$ cat config.mk
export PLATFORM = sky130hd
export DESIGN_NAME = seq_div32
export DESIGN_NICKNAME = d
export VERILOG_FILES = /design/src/rtl/seq_div32.sv
export SDC_FILE = /design/constraint.sdc
export NUM_CORES = 1
export LEC_CHECK = 0
export ABC_CLOCK_PERIOD_IN_PS = 7970
export CAP_MARGIN = 5
export CORE_ASPECT_RATIO = 1.25
export CORE_MARGIN = 1
export CORE_UTILIZATION = 58
export CTS_BUF_LIST = sky130_fd_sc_hd__clkbuf_16
export CTS_CLUSTER_SIZE = 24
export DETAILED_ROUTE_END_ITERATION = 10
export HOLD_SLACK_MARGIN = 0.06
export PLACE_DENSITY = 0.9
export SKIP_LAST_GASP = 1
export SYNTH_ARGS = -nofsm -noshare
export SYNTH_HDL_FRONTEND = slang
export SYNTH_SLANG_ARGS = --single-unit
$ cat constraint.sdc
create_clock -name clk -period 7.97 [get_ports clk]
set_input_delay 1.1955 -clock clk [delete_from_list [all_inputs] [get_ports clk]]
set_output_delay 1.1955 -clock clk [all_outputs]
set_load 0.01 [all_outputs]
$ cat src/rtl/seq_div32.sv
`default_nettype none
// ============================================================================
// Module   : seq_div32
// Purpose  : Iterative signed divider. One restoring shift-subtract step per
//            clock, with valid/ready handshakes on both sides. Divide-by-zero
//            and most-negative / -1 overflow are answered without iterating.
// Options  : SEQ_DIV_UNSIGNED_EN adds an op_unsigned input that selects
//            unsigned operands for the operation being accepted.
// Revision : 1.0 - initial release
// ============================================================================
module seq_div32 #(
  parameter int WIDTH = 32
) (
  input  logic             clk,
  input  logic             rst,
  input  logic             in_valid,
  output logic             in_ready,
  input  logic [WIDTH-1:0] dividend,
  input  logic [WIDTH-1:0] divisor,
  output logic             out_valid,
  input  logic             out_ready,
  output logic [WIDTH-1:0] quotient,
  output logic [WIDTH-1:0] remainder,
  output logic             div_by_zero
`ifdef SEQ_DIV_UNSIGNED_EN
  ,
  input  logic             op_unsigned
`endif
);

  localparam int CW = $clog2(WIDTH) + 1;

  typedef enum logic [1:0] {
    S_IDLE = 2'd0,
    S_CALC = 2'd1,
    S_FIX  = 2'd2,
    S_DONE = 2'd3
  } state_t;

  state_t           r_state;
  logic [WIDTH-1:0] r_rem;
  logic [WIDTH-1:0] r_quo;
  logic [WIDTH-1:0] r_dvs_abs;
  logic             r_neg_q;
  logic             r_neg_r;
  logic [CW-1:0]    r_count;

  logic             w_uns;
  logic             w_dvd_neg;
  logic             w_dvs_neg;
  logic [WIDTH-1:0] w_dvd_abs;
  logic [WIDTH-1:0] w_dvs_abs;
  logic             w_ovf;
  logic [WIDTH:0]   w_rem_sh;
  logic [WIDTH:0]   w_trial;
  logic [WIDTH-1:0] w_q_fix;
  logic [WIDTH-1:0] w_r_fix;

`ifdef SEQ_DIV_UNSIGNED_EN
  assign w_uns = op_unsigned;
`else
  assign w_uns = 1'b0;
`endif

  // Operand signs and magnitudes; |most-negative| stays correct as unsigned.
  assign w_dvd_neg = ~w_uns & dividend[WIDTH-1];
  assign w_dvs_neg = ~w_uns & divisor[WIDTH-1];
  assign w_dvd_abs = w_dvd_neg ? (~dividend + 1'b1) : dividend;
  assign w_dvs_abs = w_dvs_neg ? (~divisor + 1'b1) : divisor;

  // Signed overflow: most-negative divided by -1.
  assign w_ovf = ~w_uns && (dividend == {1'b1, {(WIDTH-1){1'b0}}}) &&
                 (divisor == {WIDTH{1'b1}});

  // One restoring step: the extra MSB keeps the trial sign unambiguous.
  assign w_rem_sh = {r_rem, r_quo[WIDTH-1]};
  assign w_trial  = w_rem_sh - {1'b0, r_dvs_abs};

  // Sign fixup of the magnitude results.
  assign w_q_fix = r_neg_q ? (~r_quo + 1'b1) : r_quo;
  assign w_r_fix = r_neg_r ? (~r_rem + 1'b1) : r_rem;

  // Control FSM and datapath registers, including all output registers.
  always_ff @(posedge clk or posedge rst) begin
    if (rst) begin
      r_state     <= S_IDLE;
      r_rem       <= '0;
      r_quo       <= '0;
      r_dvs_abs   <= '0;
      r_neg_q     <= 1'b0;
      r_neg_r     <= 1'b0;
      r_count     <= '0;
      in_ready    <= 1'b1;
      out_valid   <= 1'b0;
      quotient    <= '0;
      remainder   <= '0;
      div_by_zero <= 1'b0;
    end else begin
      case (r_state)
        S_IDLE: begin
          if (in_valid && in_ready) begin
            in_ready  <= 1'b0;
            r_rem     <= '0;
            r_count   <= '0;
            r_quo     <= w_dvd_abs;
            r_dvs_abs <= w_dvs_abs;
            r_neg_q   <= w_dvd_neg ^ w_dvs_neg;
            r_neg_r   <= w_dvd_neg;
            if (divisor == '0) begin
              quotient    <= '1;
              remainder   <= dividend;
              div_by_zero <= 1'b1;
              r_state     <= S_DONE;
            end else if (w_ovf) begin
              quotient    <= dividend;
              remainder   <= '0;
              div_by_zero <= 1'b0;
              r_state     <= S_DONE;
            end else begin
              r_state <= S_CALC;
            end
          end
        end

        S_CALC: begin
          if (w_trial[WIDTH]) begin
            r_rem <= w_rem_sh[WIDTH-1:0];
          end else begin
            r_rem <= w_trial[WIDTH-1:0];
          end
          r_quo   <= {r_quo[WIDTH-2:0], ~w_trial[WIDTH]};
          r_count <= r_count + CW'(1);
          if (r_count == CW'(WIDTH - 1)) begin
            r_state <= S_FIX;
          end
        end

        S_FIX: begin
          quotient    <= w_q_fix;
          remainder   <= w_r_fix;
          div_by_zero <= 1'b0;
          r_state     <= S_DONE;
        end

        S_DONE: begin
          // First DONE cycle raises out_valid; afterwards wait for the consumer.
          if (!out_valid) begin
            out_valid <= 1'b1;
          end else if (out_ready) begin
            out_valid <= 1'b0;
            in_ready  <= 1'b1;
            r_state   <= S_IDLE;
          end
        end

        default: begin
          r_state   <= S_IDLE;
          in_ready  <= 1'b1;
          out_valid <= 1'b0;
        end
      endcase
    end
  end

endmodule
`default_nettype wire
==> results.sh, run 1 <==
export IMPL_rows=58
export IMPL_skew_ps=13.0
export IMPL_routabilityCongestion=0.947
export IMPL_leakage_uw=0.00586
export IMPL_port_buffers=134
export IMPL_synth_edf_count=0
export IMPL_die_h_um=163
export IMPL_ant_nets=0
export IMPL_rsz0062_at_grt="no"
export IMPL_numCtsBuffers=17
export IMPL_final_nets=1637
export IMPL_critPathLaunchType="input port"
export IMPL_htree_levels=4
export IMPL_fin_crit_sh_pct=63.7
export IMPL_cts_hold_buf=0
export IMPL_finalSetupViolCount=0
export IMPL_firstDrtPassIters=7
export IMPL_crit_slowest_cell="nor3_4"
export IMPL_ys_flop_type="dfrtp_1"
export IMPL_cp_data_arrival_time_ps=5360
export IMPL_synth_cell_types=72
export IMPL_io_pins=135
export IMPL_clkTransAtPathRegs_ps=70
export IMPL_crit_path_cell_trace="clkdlybuf4s50_1 > or4_4 > or3_4 > nor4_2 > nand3_2 > nor3_4 > o21a_1 > a21oi_4 > buf_4 > a311oi_1 > a21oi_1"
export IMPL_area_delta_synth_final_pct=16.8
export IMPL_yosysSeqAreaShare_pct=36.1
export IMPL_utilization_pct=69.4
export IMPL_initial_core_util_pct=59.4
export IMPL_clock_fmax_mhz=197
export IMPL_regArea_um2=4330
export IMPL_cts_resized=0
export IMPL_coreArea_um2=20200
export IMPL_fin_hold_ws_ps=475
export IMPL_fp_dieArea_um2=21300
export IMPL_final_area_um2=14000
export IMPL_wl_met2_um=14400
export IMPL_crit_required_ps=8260
export IMPL_met1_length_um=12300
export IMPL_dp_hpwl_um=21700
export IMPL_grt_pass1_vias=10162
export IMPL_route_detailed_drc=0
export IMPL_numClockSinks=173
export IMPL_placed_area_um2=13400
export IMPL_grt_max_degree=114
export IMPL_fillCellCount=1602
export IMPL_worst_path_buf_inv=2
export IMPL_clock_latency_ps=440
export IMPL_wl_per_cell_um=16.4
export IMPL_synthArstFlopShare_pct=100
export IMPL_post_cts_setup_buffers=0
export IMPL_ys_warn_count=0
export IMPL_ir_drop_uv=326
export IMPL_synth_common_cells="nand2_1 (229), dfrtp_1 (172), o21ai_0 (143), o21ai_1 (77), a21oi_1 (76)"
export IMPL_critical_path_top_delay_family="simple AND/OR/NAND/NOR gates"
export IMPL_top_layer="met4"
export IMPL_max_stage_delay_ps=810
export IMPL_worst_pin_slew_ps=1050
export IMPL_critical_path_class="input port to flop"
export IMPL_num_vias=10850
export IMPL_diodes=0
export IMPL_finalPower_uw=6370
export IMPL_clockBufferDepth=2
export IMPL_endpoint_kind="flop"
export IMPL_grt_pass1_wl_um=48600
export IMPL_synthesis_area_um2=12000
export IMPL_synthTopCellsByArea="dfrtp_1 (36%), nand2_1 (7.2%), o21ai_0 (6.0%), xnor2_1 (5.5%), xor2_1 (5.5%)"
export IMPL_cts_tree="yes"
export IMPL_dr_wl_met3_um=1920
export IMPL_fp_dieW_um=131
export IMPL_multi_input_area_um2=7120
export IMPL_root_buffer="clkbuf_16"
export IMPL_grt_usage_pct=28.8
export IMPL_antenna_found_initial=0
export IMPL_drt_iter0_markers=920
export IMPL_yosysMostFrequentCell="nand2_1"
export IMPL_synth_nets=1559
export IMPL_power_density_nw_per_um2=455
export IMPL_slew_headroom_pct=30.0
export IMPL_via_per_inst=6.00
export IMPL_syn_avg_cell_area_um2=8.29
export IMPL_syn_inst=1447
export IMPL_outcome="completed"
export IMPL_fin_tns_setup_ps=0
export IMPL_worstHoldPathType="flop to flop"
export IMPL_synth_top_cell_area_share_pct=35.9
export IMPL_yosysTopAreaCell="dfrtp_1"
export IMPL_gr_total_overflow=0
export IMPL_slew_violations=0
export IMPL_fin_crit_ps=5070
export IMPL_finalWirelength_um=29600
export IMPL_max_cap_violations=0
export IMPL_drive_above_1_share_pct=5.07
export IMPL_hold_viol=0
export IMPL_synth_seq_cells=173
export IMPL_cp_max_fo=111
==> per-stage QoR <==
stage / setup slack [ps] / cells
finish: 2900 / 1808
global route: 2700 / 1808
CTS: 2930 / 1808
detailed placement: 2470 / 1776
global placement: 2580 / 1776
floorplan: 2090 / 1447
==> cell families (layout without fill, tap and decap cells) <==
kind of cell             Yosys count  after routing  synth area share (%)
AO/OA/AOI/OAI                    459            459                  23.1
XOR/XNOR                         151            151                  11.2
adder cells (fa/ha/maj)           44             44                  4.65
buffers and inverters            142            233                  4.76
flip-flops                       173            173                  36.1
multiplexers                      32             32                  2.72
AND/OR/NAND/NOR                  446            446                  17.4
==> state kept, by name, indices dropped and copies added, names as in the netlist <==
signal	cells
r_rem	32
remainder	32
r_count	6
r_neg_q	1
quotient	32
div_by_zero	1
in_ready	1
r_quo	32
r_dvs_abs	32
r_state	2
out_valid	1
r_neg_r	1
==> cells in the final DEF (no fill, tap or decap), drive strengths merged, types with 19 or more instances in the layout <==
| cell | synthesis | layout |
|---|---|---|
| xnor2 | 76 | 76 |
| dfrtp | 172 | 172 |
| or3 | 20 | 20 |
| ha | 43 | 43 |
| a22oi | 19 | 19 |
| inv | 56 | 58 |
| a21oi | 76 | 76 |
| o21ai | 220 | 220 |
| o31ai | 44 | 44 |
| mux2i | 27 | 27 |
| nand4 | 19 | 19 |
| nor2 | 70 | 70 |
| nand2 | 230 | 230 |
| xor2 | 75 | 75 |
| clkdlybuf4s50 | 0 | 134 |
==> power breakdown <==
group | switching (µW) | internal [µW]
registers | 458 | 1290
clock network | 356 | 459
logic | 2100 | 1700
==> layer usage <==
| metal | up-vias | track usage (%) |
|---|---|---|
| met4 | 0 | 13.0 |
| met3 | 76 | 5.42 |
| met1 | 5032 | 36.1 |
| met5 | - | 0 |
| li1 | 5287 | - |
| met2 | 455 | 47.9 |
==> final timing paths <==
check | startpoint | end | slack (ps) | cells after the start
min reg2reg | quotient[31] | quotient[31] | 480 | 1
max in group asynchronous | rst | r_dvs_abs[28] | 5330 | 3
min in group asynchronous | rst | r_quo[7] | 1350 | 2
min | quotient[31] | quotient[31] | 480 | 1
max reg2reg | r_quo[31] | r_rem[0] | 3800 | 13
max | divisor[7] | remainder[1] | 2900 | 11
==> layout make-up <==
class	instances	area share (%)
inverters	56	1.54
multi-input cells	1132	50.9
well taps	270	2.41
clock inverters	15	1.05
clock buffers	17	3.04
flip-flops and latches	173	30.9
repair buffers	145	10.2
(Power assumes the default switching activity.)
==> run 2, diff against run 1 <==
--- a/config.mk
+++ b/config.mk
@@ -5,16 +5,16 @@
 export SDC_FILE = /design/constraint.sdc
 export NUM_CORES = 1
 export LEC_CHECK = 0
-export ABC_CLOCK_PERIOD_IN_PS = 7970
+export ABC_CLOCK_PERIOD_IN_PS = 4200
 export CAP_MARGIN = 5
 export CORE_ASPECT_RATIO = 1.25
 export CORE_MARGIN = 1
-export CORE_UTILIZATION = 58
+export CORE_UTILIZATION = 52
 export CTS_BUF_LIST = sky130_fd_sc_hd__clkbuf_16
 export CTS_CLUSTER_SIZE = 24
 export DETAILED_ROUTE_END_ITERATION = 10
 export HOLD_SLACK_MARGIN = 0.06
-export PLACE_DENSITY = 0.9
+export PLACE_DENSITY = 0.86
 export SKIP_LAST_GASP = 1
 export SYNTH_ARGS = -nofsm -noshare
 export SYNTH_HDL_FRONTEND = slang
==> constraint.sdc (replaced) <==
create_clock -name clk -period 4.2 [get_ports clk]
set_input_delay 0.63 -clock clk [delete_from_list [all_inputs] [get_ports clk]]
set_output_delay 0.63 -clock clk [all_outputs]
set_load 0.01 [all_outputs]
==> run 2 against run 1 <==
Net effect: sequential power up 89%; worst setup slack worse by 2500 ps; critical path depth unchanged; critical path type is now flop to flop; first-iteration DRC count down 3.6%.
==> results.sh, run 2 (synthesized netlist as in run 1, its figures left out) <==
export IMPL_reg2reg_slack_ps=360
export IMPL_area_delta_synth_final_pct=18.0
export IMPL_cts_resized=0
export IMPL_numCtsBuffers=17
export IMPL_drt_iter0_markers=887
export IMPL_hold_viol=0
export IMPL_dp_hpwl_um=23000
export IMPL_num_vias=10824
export IMPL_initial_core_util_pct=53.4
export IMPL_holdPathEnd="r_dvs_abs[15]"
export IMPL_final_nets=1651
export IMPL_worstHoldPathType="flop to flop"
export IMPL_grt_usage_pct=26.9
export IMPL_critPathLaunchType="flop"
export IMPL_io_pins=135
export IMPL_dpl_worst_slack_ps=283
export IMPL_clkTransAtPathRegs_ps=70
export IMPL_fp_dieW_um=138
export IMPL_grt_pass1_vias=10205
export IMPL_wl_per_cell_um=16.8
export IMPL_clock_latency_ps=440
export IMPL_endpoint_kind="flop"
export IMPL_ant_nets=0
export IMPL_fin_crit_ps=3840
export IMPL_gr_total_overflow=0
export IMPL_grt_pass1_wl_um=50000
export IMPL_setup_slack_ps=355
export IMPL_grt_max_degree=174
export IMPL_fin_hold_ws_ps=480
export IMPL_final_area_um2=14100
export IMPL_rows=61
export IMPL_cts_hold_buf=0
export IMPL_leakage_uw=0.00593
export IMPL_mostFrequentLayoutCells="nand2_1 (229), dfrtp_1 (172), o21ai_0 (143), clkdlybuf4s50_1 (134), o21ai_1 (77)"
export IMPL_worst_pin_slew_ps=1090
export IMPL_r2r_start="r_rem[20]"
export IMPL_cp_data_arrival_time_ps=4130
export IMPL_slew_headroom_pct=27.1
export IMPL_route_detailed_drc=0
export IMPL_finalSetupViolCount=0
export IMPL_die_h_um=172
export IMPL_max_cap_violations=0
export IMPL_fin_crit_sh_pct=91.5
export IMPL_fp_dieArea_um2=23700
export IMPL_worstHoldPathCells=2
export IMPL_rsz0062_at_grt="no"
export IMPL_coreArea_um2=22400
export IMPL_outcome="completed"
export IMPL_final_common_cell="nand2_1"
export IMPL_diodes=0
export IMPL_placed_area_um2=13600
export IMPL_cp_max_fo=21
export IMPL_finalWirelength_um=30700
export IMPL_firstDrtPassIters=6
export IMPL_slew_violations=0
export IMPL_power_density_nw_per_um2=869
export IMPL_clock_fmax_mhz=260
export IMPL_skew_ps=9.20
export IMPL_ir_drop_uv=430
export IMPL_crit_required_ps=4490
export IMPL_antenna_found_initial=0
export IMPL_post_cts_setup_buffers=0
export IMPL_cts_tree="yes"
export IMPL_reg2regPathDepth=11
export IMPL_numClockSinks=173
export IMPL_via_per_inst=5.90
export IMPL_root_buffer="clkbuf_16"
export IMPL_fin_tns_setup_ps=0
export IMPL_drive_above_1_share_pct=5.93
export IMPL_min_delay_start="r_dvs_abs[15]"
export IMPL_routabilityCongestion=0.944
export IMPL_critical_path_class="flop to flop"
export IMPL_port_buffers=134
export IMPL_r2r_end="r_rem[7]"
export IMPL_clockBufferDepth=2
export IMPL_htree_levels=4
==> run 2: cell count changes in the layout (fill, tap and decap cells not counted), sizes merged <==
cell      change
buf          +14
bufinv        -1
clkinv        -7
clkinvlp      +2
inv           +6
==> run 2: metal layers <==
metal,global-route usage [%],vias up,wire length [µm]
met3,3.68,47,1680
li1,-,5314,-
met5,0,-,0
met1,33.4,5089,13000
met2,47.1,374,15400
met4,9.88,0,678
==> run 2: power breakdown <==
group	leakage, µW	switching, µW	internal, µW
clock	0.000267	710	824
combinational	0.00345	4110	3340
sequential	0.00222	857	2450
total	0.00593	5680	6620
==> run 2: how the worst max path moves through the flow <==
stage | startpoint | to | cells past startpoint
after global placement | dividend[0] | remainder[6] | 12
after detailed placement | dividend[0] | remainder[10] | 13
after floorplan | r_quo[31] | r_rem[20] | 13
after global routing | r_rem[18] | r_rem[8] | 11
final | r_rem[20] | r_rem[7] | 11
after CTS | r_rem[20] | r_rem[7] | 11
==> run 2: metrics by stage <==
| stage | util (%) | std cells | total power, µW |
|---|---|---|---|
| floorplan | - | 1447 | 8540 |
| global placement | 60.5 | 1803 | 10400 |
| detailed placement | 60.5 | 1803 | 10700 |
| CTS | 63.1 | 1835 | 12300 |
| global route | 63.1 | 1835 | 13300 |
| finish | 63.1 | 1835 | 12300 |
==> run 2: final cells by class <==
class	count	area [µm²]
Fill cell	1851	8290
Clock inverter	15	136
Tap cell	283	354
Multi-Input combinational cell	1132	7120
Sequential cell	173	4330
Clock buffer	17	425
Inverter	56	214
Timing Repair Buffer	159	1570
==> run 2: critical path, stage by stage (launching register included) <==
cell,delay (ps)
dfrtp_1,490
ha_1,420
nand3_1,170
nor2_1,70
a2111oi_0,390
o22ai_1,170
a2111oi_0,450
a21oi_1,220
xnor2_4,670
buf_4,310
mux2i_1,240
o21ai_1,80
